<file path="src/rtl/uart_pkg.sv">
// Shared UART constants and FSM state type, used by the transmitter and receiver.
package uart_pkg;

  localparam int unsigned UART_DATA_BITS    = 8;
  localparam int unsigned UART_CLK_HZ       = 50_000_000;
  localparam int unsigned UART_BAUD         = 9600;
  localparam int unsigned UART_CLKS_PER_BIT = UART_CLK_HZ / UART_BAUD;  // 5208

  typedef enum logic [2:0] {
    StIdle,
    StStart,
    StData,
    StParity,
    StStop
  } uart_state_e;

  // Even parity: the bit that makes the total count of ones even.
  function automatic logic uart_even_parity(input logic [UART_DATA_BITS-1:0] data);
    return ^data;
  endfunction

endpackage

</file>
<file path="src/rtl/uart_baud_tick.sv">
// Enable-gated bit-period counter with synchronous clear; o_tick marks the last cycle
// of each bit period (counter == CLKS_PER_BIT-1).
module uart_baud_tick #(
  parameter int unsigned CLKS_PER_BIT = 16
) (
  input  logic i_clk,
  input  logic i_reset,
  input  logic i_en,
  input  logic i_clr,
  output logic o_tick
);

  localparam int unsigned CntW = $clog2(CLKS_PER_BIT);
  localparam logic [CntW-1:0] LastCnt = CntW'(CLKS_PER_BIT - 1);

  logic [CntW-1:0] r_cnt;

  assign o_tick = i_en && (r_cnt == LastCnt);

  // Count while enabled, wrapping to 0 on the tick cycle.
  always_ff @(posedge i_clk or posedge i_reset) begin
    if (i_reset) begin
      r_cnt <= '0;
    end else if (i_clr) begin
      r_cnt <= '0;
    end else if (i_en) begin
      r_cnt <= o_tick ? '0 : r_cnt + 1'b1;
    end
  end

endmodule

</file>
<file path="src/rtl/uart_tx_fifo.sv">
// 8N1 UART transmitter with a small byte FIFO in front of the serialiser.
// Optional macro UART_TX_PARITY_EN inserts an even-parity bit between data and stop.
module uart_tx_fifo
  import uart_pkg::*;
#(
  parameter int unsigned CLKS_PER_BIT = UART_CLKS_PER_BIT,
  parameter int unsigned FIFO_DEPTH   = 4,
  parameter int unsigned CNT_W        = 3
) (
  input  logic                      i_clk,
  input  logic                      i_reset,
  input  logic [UART_DATA_BITS-1:0] i_tx_data,
  input  logic                      i_tx_valid,
  output logic                      o_tx_ready,
  output logic                      o_uart_txd,
  output logic                      o_tx_busy,
  output logic [CNT_W-1:0]          o_fifo_count
);

  localparam int unsigned AddrW = CNT_W - 1;

  // FIFO storage; pointers carry one extra MSB so full and empty differ.
  logic [UART_DATA_BITS-1:0] r_mem [FIFO_DEPTH];
  logic [CNT_W-1:0]          r_wr_ptr, r_rd_ptr;
  logic [CNT_W-1:0]          w_count;
  logic                      w_full, w_empty, w_push, w_pop;

  uart_state_e               r_state, w_state_d;
  logic [UART_DATA_BITS-1:0] r_shift;
  logic [2:0]                r_bit_idx;
  logic                      r_txd, w_txd_d;
  logic                      r_busy;
  logic                      w_baud_en, w_baud_clr, w_tick;
`ifdef UART_TX_PARITY_EN
  logic                      r_parity;
`endif

  assign w_count      = r_wr_ptr - r_rd_ptr;
  assign w_full       = (w_count == CNT_W'(FIFO_DEPTH));
  assign w_empty      = (w_count == '0);
  assign w_push       = i_tx_valid && !w_full;
  assign o_tx_ready   = !w_full;
  assign o_fifo_count = w_count;
  assign o_uart_txd   = r_txd;
  assign o_tx_busy    = r_busy;

  uart_baud_tick #(
    .CLKS_PER_BIT(CLKS_PER_BIT)
  ) u_baud (
    .i_clk  (i_clk),
    .i_reset(i_reset),
    .i_en   (w_baud_en),
    .i_clr  (w_baud_clr),
    .o_tick (w_tick)
  );

  // FIFO storage write; contents need no reset since the pointers gate every read.
  always_ff @(posedge i_clk) begin
    if (w_push) begin
      r_mem[r_wr_ptr[AddrW-1:0]] <= i_tx_data;
    end
  end

  // FIFO pointer update; push and pop may both occur in one cycle.
  always_ff @(posedge i_clk or posedge i_reset) begin
    if (i_reset) begin
      r_wr_ptr <= '0;
      r_rd_ptr <= '0;
    end else begin
      if (w_push) r_wr_ptr <= r_wr_ptr + 1'b1;
      if (w_pop)  r_rd_ptr <= r_rd_ptr + 1'b1;
    end
  end

  // FSM state register.
  always_ff @(posedge i_clk or posedge i_reset) begin
    if (i_reset) r_state <= StIdle;
    else         r_state <= w_state_d;
  end

  // Next-state, pop request and baud-counter control.
  always_comb begin
    w_state_d  = r_state;
    w_pop      = 1'b0;
    w_baud_en  = 1'b1;
    w_baud_clr = 1'b0;
    case (r_state)
      StIdle: begin
        w_baud_en  = 1'b0;
        w_baud_clr = 1'b1;
        if (!w_empty) begin
          w_pop     = 1'b1;
          w_state_d = StStart;
        end
      end
      StStart: if (w_tick) w_state_d = StData;
      StData: begin
        if (w_tick && (r_bit_idx == 3'(UART_DATA_BITS - 1))) begin
`ifdef UART_TX_PARITY_EN
          w_state_d = StParity;
`else
          w_state_d = StStop;
`endif
        end
      end
`ifdef UART_TX_PARITY_EN
      StParity: if (w_tick) w_state_d = StStop;
`endif
      StStop: begin
        if (w_tick) begin
          // Chain straight into the next frame when a byte is waiting.
          if (!w_empty) begin
            w_pop     = 1'b1;
            w_state_d = StStart;
          end else begin
            w_state_d = StIdle;
          end
        end
      end
      default: w_state_d = StIdle;
    endcase
  end

  // Line level for the current state; registered one cycle later.
  always_comb begin
    w_txd_d = 1'b1;
    case (r_state)
      StStart:  w_txd_d = 1'b0;
      StData:   w_txd_d = r_shift[0];
`ifdef UART_TX_PARITY_EN
      StParity: w_txd_d = r_parity;
`endif
      default:  w_txd_d = 1'b1;
    endcase
  end

  // Shift register, bit index, line flop and busy flag.
  always_ff @(posedge i_clk or posedge i_reset) begin
    if (i_reset) begin
      r_shift   <= '0;
      r_bit_idx <= '0;
      r_txd     <= 1'b1;
      r_busy    <= 1'b0;
`ifdef UART_TX_PARITY_EN
      r_parity  <= 1'b0;
`endif
    end else begin
      if (w_pop) begin
        r_shift   <= r_mem[r_rd_ptr[AddrW-1:0]];
        r_bit_idx <= '0;
`ifdef UART_TX_PARITY_EN
        r_parity  <= uart_even_parity(r_mem[r_rd_ptr[AddrW-1:0]]);
`endif
      end else if ((r_state == StData) && w_tick) begin
        r_shift   <= r_shift >> 1;
        r_bit_idx <= r_bit_idx + 1'b1;
      end
      r_txd  <= w_txd_d;
      r_busy <= (r_state != StIdle) || !w_empty;
    end
  end

endmodule

</file>
<file path="config.mk">
export PLATFORM = sky130hd
export DESIGN_NAME = uart_tx_fifo
export DESIGN_NICKNAME = d
export VERILOG_FILES = /design/src/rtl/uart_pkg.sv /design/src/rtl/uart_baud_tick.sv /design/src/rtl/uart_tx_fifo.sv
export SDC_FILE = /design/constraint.sdc
export NUM_CORES = 1
export LEC_CHECK = 0
export ABC_AREA = 0
export CAP_MARGIN = 20
export CORE_ASPECT_RATIO = 1.5
export CORE_UTILIZATION = 65
export CTS_BUF_LIST = sky130_fd_sc_hd__clkbuf_8
export CTS_CLUSTER_SIZE = 20
export DETAILED_ROUTE_END_ITERATION = 7
export HOLD_SLACK_MARGIN = 0.12
export PLACE_DENSITY_LB_ADDON = 0.05
export SYNTH_ARGS = -nofsm -noshare
export SYNTH_HDL_FRONTEND = slang
export SYNTH_SLANG_ARGS = --single-unit
</file>
<file path="constraint.sdc">
create_clock -name i_clk -period 6.8 [get_ports i_clk]
set_input_delay 1.36 -clock i_clk [delete_from_list [all_inputs] [get_ports i_clk]]
set_output_delay 1.36 -clock i_clk [all_outputs]
set_load 0.01 [all_outputs]
</file>
# Yosys cells after proc, flatten, opt, wreduce, memory -nomap -nowiden
# Memories as Yosys holds them, arrays and structs flattened.
# Index checks and enable logic that the tools add are counted.
[totals]
ff_bits = 35
ramBits = 32
input_bits = 11
output_inout_bits = 6
elab_cells = 58
mem_count = 1
[op_classes]
add_sub_neg = 5
eq_ne = 11
mux = 21
n_reduce_logical = 12
[mem_list]
columns = ["memory", "depth", "word_bits", "rd", "rd_clocked_by_memory_dff", "write_ports", "line_no", "source"]
rows = [
  ["r_mem", 4, 8, 1, 0, 1, "uart_tx_fifo.sv:23", "logic [UART_DATA_BITS-1:0] r_mem [FIFO_DEPTH];"],
]
[ops]
columns = ["cell", "n"]
rows = [
  ["two-way mux 13 bit", 3],
  ["two-way mux 3 bit", 6],
  ["two-way mux 8 bit", 2],
  ["adder 13 x 1 -> 13 bit, second input constant", 1],
  ["equality test 13 bit, second input constant", 1],
  ["case mux 3 bit (4 select lines)", 1],
  ["adder 3 x 1 -> 3 bit, second input constant", 3],
  ["equality test 3 bit, second input constant", 3],
  ["two-way mux 1 bit", 7],
  ["logical NOT 3 bit", 2],
  ["inequality test 2 x 1 -> 1 bit, second input constant", 3],
  ["logical AND 1 bit", 4],
  ["inequality test 2 bit, second input constant", 2],
  ["case mux 1 bit (2 select lines)", 2],
  ["AND reduction 4 bit", 1],
  ["equality test 3 x 1 -> 1 bit, second input constant", 1],
  ["equality test 3 x 2 -> 1 bit, second input constant", 1],
  ["nonzero test 3 bit", 1],
  ["subtractor 3 bit", 1],
  ["logical NOT 1 bit", 2],
  ["nonzero test 2 bit", 1],
  ["logical OR 1 bit", 1],
]

# Longest topological paths before layout
# Gate-level depths: netlist (run 1).
[depth]
word_depth = 6
mapped_depth = 7

# By module
# From an unflattened synthesis (run 1), not the netlist that was laid out.
[unflattened]
cells_unflattened = 220
hier_area_um2 = 3144.3
[modules_own_cells]
columns = ["mod", "instances", "cells_each", "area_per_inst_um2"]
rows = [
  ["uart_tx_fifo", 1, 142, 2419.8],
  ["uart_baud_tick", 1, 78, 724.4],
]

# Worst setup path after synthesis (run 1)
# OpenSTA, ideal clock, no wires.
[synth_timing]
path_kind = "reg2out"
start = "register r_wr_ptr[0]"
end = "output port o_tx_ready"
t_arrival_ps = 1507
required_ps = 5440
path_slack_ps = 3933
path_stages_with_launch = 6
path_buffers = 0
path_cell_list = "dfrtp_1 > inv_1 > ha_1 > fa_1 > xor3_1 > nand3_1"
[synth_between]
elab_chain_cells = 3
[synth_rtl]
columns = ["item", "line_no", "source"]
rows = [
  ["start, declared", "uart_tx_fifo.sv:24", "logic [CNT_W-1:0] r_wr_ptr, r_rd_ptr;"],
  ["start signal, assigned", "uart_tx_fifo.sv:70", "if (w_push) r_wr_ptr <= r_wr_ptr + 1'b1;"],
  ["subtractor 3 bit", "uart_tx_fifo.sv:38", "assign w_count = r_wr_ptr - r_rd_ptr;"],
  ["net o_fifo_count[2]", "uart_tx_fifo.sv:17", "output logic [CNT_W-1:0] o_fifo_count"],
  ["equality test 3 bit", "uart_tx_fifo.sv:39", "assign w_full = (w_count == CNT_W'(FIFO_DEPTH));"],
  ["logical NOT 1 bit", "uart_tx_fifo.sv:42", "assign o_tx_ready = !w_full;"],
  ["end, declared", "uart_tx_fifo.sv:14", "output logic o_tx_ready,"],
]
# The timed path passes the listed nets, and every way through them passes these cells.

# Final worst setup path (run 1)
[layout_timing]
start = "register r_rd_ptr[0]"
end = "output port o_tx_ready"
[layout_between]
elab_chain_cells = 3
[layout_rtl]
columns = ["item", "line_no", "source"]
rows = [
  ["start, declared", "uart_tx_fifo.sv:24", ""],
  ["start signal, assigned", "uart_tx_fifo.sv:71", "if (w_pop) r_rd_ptr <= r_rd_ptr + 1'b1;"],
  ["subtractor 3 bit", "uart_tx_fifo.sv:38", ""],
  ["equality test 3 bit", "uart_tx_fifo.sv:39", ""],
  ["logical NOT 1 bit", "uart_tx_fifo.sv:42", ""],
]
# Every way passes these cells.

==> results of run 1 <==
[layout by cell type, fill, tap and decap left out, drive strengths merged, types with 4 or more instances in the layout]
master / n
dfrtp: 34
edfxtp: 32
clkdlybuf4s50: 16
nor2: 15
inv: 12
ha: 10
xnor2: 9
nand3: 9
clkbuf: 9
nand2: 9
mux4: 8
o21ai: 8
mux2: 8
a21oi: 7
and2: 6
or3: 4
nor3: 4
bufinv: 4
nor4: 4
[cells by family after synthesis]
logic type | synth area share (%)
adders and majority gates | 4.81
AOI/OAI and AO/OA | 5.56
and+or+nand+nor | 12.0
buffers and inverters | 2.36
muxes | 10.1
DFF | 60.9
xor gates and xnor gates | 4.27
[where the power goes]
part / internal, W / switching (W)
logic: 0.000131 / 0.000132
clock network: 0.000280 / 0.000153
registers: 0.000508 / 0.0000539
[cell type report]
cell class	count	area [um2]
clock buffers	9	124
clock inverters	7	140
fillers	269	1020
inverters	12	45.0
multi-input cells	131	1110
flip-flops and latches	67	1840
well taps	48	60.1
repair buffers	17	168
[routing by layer]
| metal | up-vias | global-route usage, % | wire (um) |
|---|---|---|---|
| li1 | 834 | - | - |
| met1 | 888 | 26.7 | 1990 |
| met2 | 34 | 41.9 | 2860 |
| met3 | 16 | 5.18 | 132 |
| met4 | 0 | 16.6 | 182 |
| met5 | - | 0 | 0 |
[critical path, stage by stage, from the launching register on]
cell and delay (ps):
dfrtp_1 600, ha_1 310, fa_1 360, xor3_1 290, nand3_1 130, clkdlybuf4s50_1 530
[metrics by stage]
stage | setup WS (ps) | area (um2) | hold WS (ps) | utilization [%] | total power (W)
2_1_floorplan | 3930 | 3020 | 443 | - | 0.000732
3_3_place_gp | 3260 | 3220 | 457 | 71.5 | 0.000816
3_5_place_dp | 3200 | 3220 | 482 | 71.5 | 0.000836
4_1_cts | 2820 | 3480 | 492 | 77.3 | 0.00127
5_1_grt | 2690 | 3480 | 493 | 77.3 | 0.00132
6_report | 2870 | 3480 | 491 | 77.3 | 0.00126
[worst max path at each step]
stage | start | cells past startpoint | endpoint | slack [ps]
floorplan | r_wr_ptr[0] | 5 | o_tx_ready | 3930
global placement | r_rd_ptr[0] | 5 | o_tx_ready | 3260
detailed placement | r_rd_ptr[0] | 5 | o_tx_ready | 3200
CTS | r_rd_ptr[0] | 5 | o_tx_ready | 2820
global route | r_rd_ptr[0] | 5 | o_tx_ready | 2690
finish | r_rd_ptr[0] | 5 | o_tx_ready | 2870
[sequential cells by signal, indices dropped and copies added (netlist names), 3 cells and up]
register / count
r_rd_ptr: 3
r_wr_ptr: 3
r_shift: 8
u_baud.r_cnt: 13
r_mem: 32
r_bit_idx: 3
r_state: 3
==> impl_results.md, run 1 <==
* Status: finished clean
* Distinct cells, synth at 49
* Min Clock Period, post-route at 3930 ps
* RD Place Congestion at 0.868
* CP startpoint kind: flop
* Worst Skew at 10.1 ps
* Syn_nets at 236
* TNS Setup at 0 ps
* Core ar. at 0.00450 mm2
* Mean Syn Cell Area at 14.1 um2
* DIE AREA at 0.00493 mm2
* Hold endpoint: r_wr_ptr[2]
* I/O Buffers at 16
* First-pass GRT wire length at 8.47 mm
* Final worst-path cycle share at 57.8%
* Initial DRC Count at 73
* Share of layout cells above drive strength 1 at 17.3%
* Count leader, synth: dfrtp_1
* Critical Path Sink Type: primary output
* Hold Path Depth at 1
* Cell area power density at 361 mW/mm2
* Cells after DPL at 275
* Leak Pwr at 1.35 nW
* Final setup fails at 0
* Final max-slew violation count at 0
* Total CTS buffers at 9
* Non-Filler Instances at 291
* Dpl hpwl at 3.66 mm
* Post-synthesis sequential area ratio at 60.9%
* ANT cells at 0
* Post CTS Setup Buffer Count at 0
* CTS Hold Buffers Added at 0
* HP Class: flop to flop
* Final #Nets at 260
* Pin count of the biggest net entering global routing at 36
* CTS sink cnt at 67
* Rows at 30
* WS Path Type: flop to primary output
* CTS tree: done
* Vias at 1772
* Reg-to-reg slack, setup at 3910 ps
* Drt via density at 6.09
* Max-cap violations at 0
* Slew @ Worst Pin at 798 ps
* Relative slew slack at 46.4%
* Post-Syn Area at 0.00302 mm2
* Endpoints failing hold at 0
* Max FO, Critical Path at 11
* Predominant post-synthesis flop cell: dfrtp_1
* H-tree depth at 3
* Clock Root Buffer: clkbuf_8
* Initial Utilization at 67.0%
* Yosys reg bits at 67
* RSZ-0062 raised after global routing: no
* Worst R2R Start: r_rd_ptr[0]
* Critical path data arrival time at 2570 ps
* Avg WL per Cell at 17.8 um
* FF-to-FF End: r_mem[3][0]
* Ys Warns at 0
* Worst endpoint required time at 5440 ps
* Die height at 85.5 um
* Die Wd at 57.6 um
* Final WL at 5.17 mm
* GRT Residual Overflow at 0
* Drt pass-1 iters at 4
* Maximum clock insertion buffer count at 2
* Worst vdd ir at 0.000262 V
* EDFF count, synth at 32
* Synth top area cells: edfxtp_1 32%, dfrtp_1 28%, mux4_2 6.0%
* Synth top area share at 31.8%
* Max Freq at 254 MHz
* Initial antenna violation count at 0
* Area leader, netlist: edfxtp_1
* Final antenna-violating net count at 0
* Post-cts gate resize count at 0
* Clock Latency Late Sink at 350 ps
* Area grow syn2layout at 15.4%
* Tot GR Track Use at 24.5%
* Worst-case reg-to-reg path depth at 5
* Worst-path clk slew at 70 ps
* DRC viols at 0
* Ports at 17
* Cells after synthesis at 214
* Vias in the first global route at 1858
* Hold_sp: r_wr_ptr[2]
* Synth top cells by count: 34 x dfrtp_1, 32 x edfxtp_1, 15 x nor2_1
* Async SR Flop Fraction at 52.2%
Note: power is estimated with default switching activity, not from simulation.
==> run 2: changes to the inputs <==
- CORE_UTILIZATION: 65 -> 61
- clock period: 6.8 -> 3.8 ns (I/O delays scaled with it)
==> impl_results.md, run 2 (synthesis gave the netlist of run 1 again) <==
* GRT Residual Overflow at 0
* Most common cell after layout, fill and taps aside: dfrtp_1
* Worst Setup EP: o_tx_ready
* H-tree depth at 3
* Maximum clock insertion buffer count at 2
* Endpoints failing hold at 0
* Reg-to-reg slack, setup at 1140 ps
* CP startpoint kind: flop
* Initial Utilization at 62.7%
* Initial antenna violation count at 0
* Die Wd at 59.4 um
* Worst R2R Start: r_wr_ptr[0]
* Clock Latency Late Sink at 340 ps
* Critical Path Sink Type: primary output
* I/O Buffers at 16
* Die height at 88.1 um
* Vias at 1779
* Final WL at 5.08 mm
* Worst endpoint required time at 3040 ps
* DRC viols at 0
* Ports at 17
* Post CTS Setup Buffer Count at 0
* Core ar. at 0.00481 mm2
* Avg WL per Cell at 16.3 um
* FF-to-FF End: r_mem[3][6]
* CTS tree: done
* Area of the multi-input gates at 0.00111 mm2
* Filler Cell Count at 350
* Max reg flops at 32
* Final worst-path cycle share at 81.5%
* Critical path data arrival time at 2340 ps
* Most frequent cells in the layout: 34 x dfrtp_1, 32 x edfxtp_1, 16 x clkdlybuf4s50_1
* Status: finished clean
* Worst vdd ir at 0.000554 V
* Clock Root Buffer: clkbuf_8
* Drt via density at 5.72
* Fin util at 71.9%
* Vias in the first global route at 1878
* RSZ-0062 raised after global routing: no
* First-pass GRT wire length at 8.42 mm
* Worst Skew at 10.7 ps
* CTS Hold Buffers Added at 0
* Rows at 31
* TNS Setup at 0 ps
* DIE AREA at 0.00524 mm2
* Max-cap violations at 0
* Pin count of the biggest net entering global routing at 36
* Final #Nets at 262
* Final antenna-violating net count at 0
* Tot GR Track Use at 22.6%
* RD Place Congestion at 0.750
* Final setup fails at 0
* Initial DRC Count at 96
* CP startpoint: r_wr_ptr[0]
* HP Class: flop to flop
* Drt pass-1 iters at 4
* Post-cts gate resize count at 0
* Relative slew slack at 57.2%
* Total CTS buffers at 9
* Leak Pwr at 1.34 nW
* WS Path Type: flop to primary output
* Dpl hpwl at 3.81 mm
* Min Clock Period, post-route at 3100 ps
* Max FO, Critical Path at 6
* ANT cells at 0
* Hold Slack at 498 ps
* Final max-slew violation count at 0
* Cell area power density at 597 mW/mm2
* Worst-path clk slew at 80 ps
* Slew @ Worst Pin at 637 ps
* CTS sink cnt at 67
* Share of layout cells above drive strength 1 at 18.0%
* Worst-case reg-to-reg path depth at 6
* Max Freq at 323 MHz
* FF/Latch Area at 0.00184 mm2
* Area grow syn2layout at 14.5%
-- run 2: cell types whose count changed in the layout (fill, tap and decap cells not counted) --
cell / change
buf_4: +2
bufinv_16: -3
clkinv_2: +1
clkinv_4: +1
clkinvlp_4: -2
inv_6: +3
-- run 2: per-layer routing --
metal  share of wire (%)  track usage, %  vias to the layer above
met1                  38            23.0                      908
met4                 1.7            10.6                        0
met3                 2.4            5.61                       11
met5                   0               0                        -
li1                    -               -                      836
met2                  58            41.8                       24
-- run 2: metrics by stage --
stage	total power [W]	instance area [um2]	worst slack (ps)	std cells
after global routing	0.00218	3460	597	311
after global placement	0.00147	3260	1100	295
final	0.00206	3460	704	311
after detailed placement	0.00150	3260	1040	295
after floorplan	0.00131	3020	1410	214
after CTS	0.00209	3460	671	311
-- run 2: area by class of cell --
type / count / area share, %
inverters: 12 / 1.30
multi-input cells: 131 / 32.1
flip-flops and latches: 67 / 53.2
well taps: 66 / 2.39
clock buffers: 9 / 3.58
repair buffers: 19 / 5.29
clock inverters: 7 / 2.17
-- run 2: worst min-delay path by stage --
stage	depth (start not counted)	start	slack, ps	endpoint
after global routing	1	r_rd_ptr[2]	530	r_rd_ptr[2]
after detailed placement	1	u_baud.r_cnt[0]	490	u_baud.r_cnt[0]
final	1	u_baud.r_cnt[0]	500	u_baud.r_cnt[0]
after floorplan	1	r_wr_ptr[2]	440	r_wr_ptr[2]
after CTS	1	u_baud.r_cnt[0]	500	u_baud.r_cnt[0]
after global placement	1	u_baud.r_cnt[0]	480	u_baud.r_cnt[0]
-- run 2: critical path, cell delays in order (launching register included) --
cell and delay (ps):
dfrtp_1 380, inv_1 110, ha_1 220, fa_1 370, xor3_1 280, nand3_1 120, clkdlybuf4s50_1 530
-- run 2: power breakdown --
| group | switching, W | leakage, nW | internal [W] |
|---|---|---|---|
| Combinational | 0.000246 | 0.506 | 0.000237 |
| Clock | 0.000276 | 0.104 | 0.000308 |
| Sequential | 0.0000857 | 0.732 | 0.000909 |
| Total | 0.000607 | 1.34 | 0.00145 |
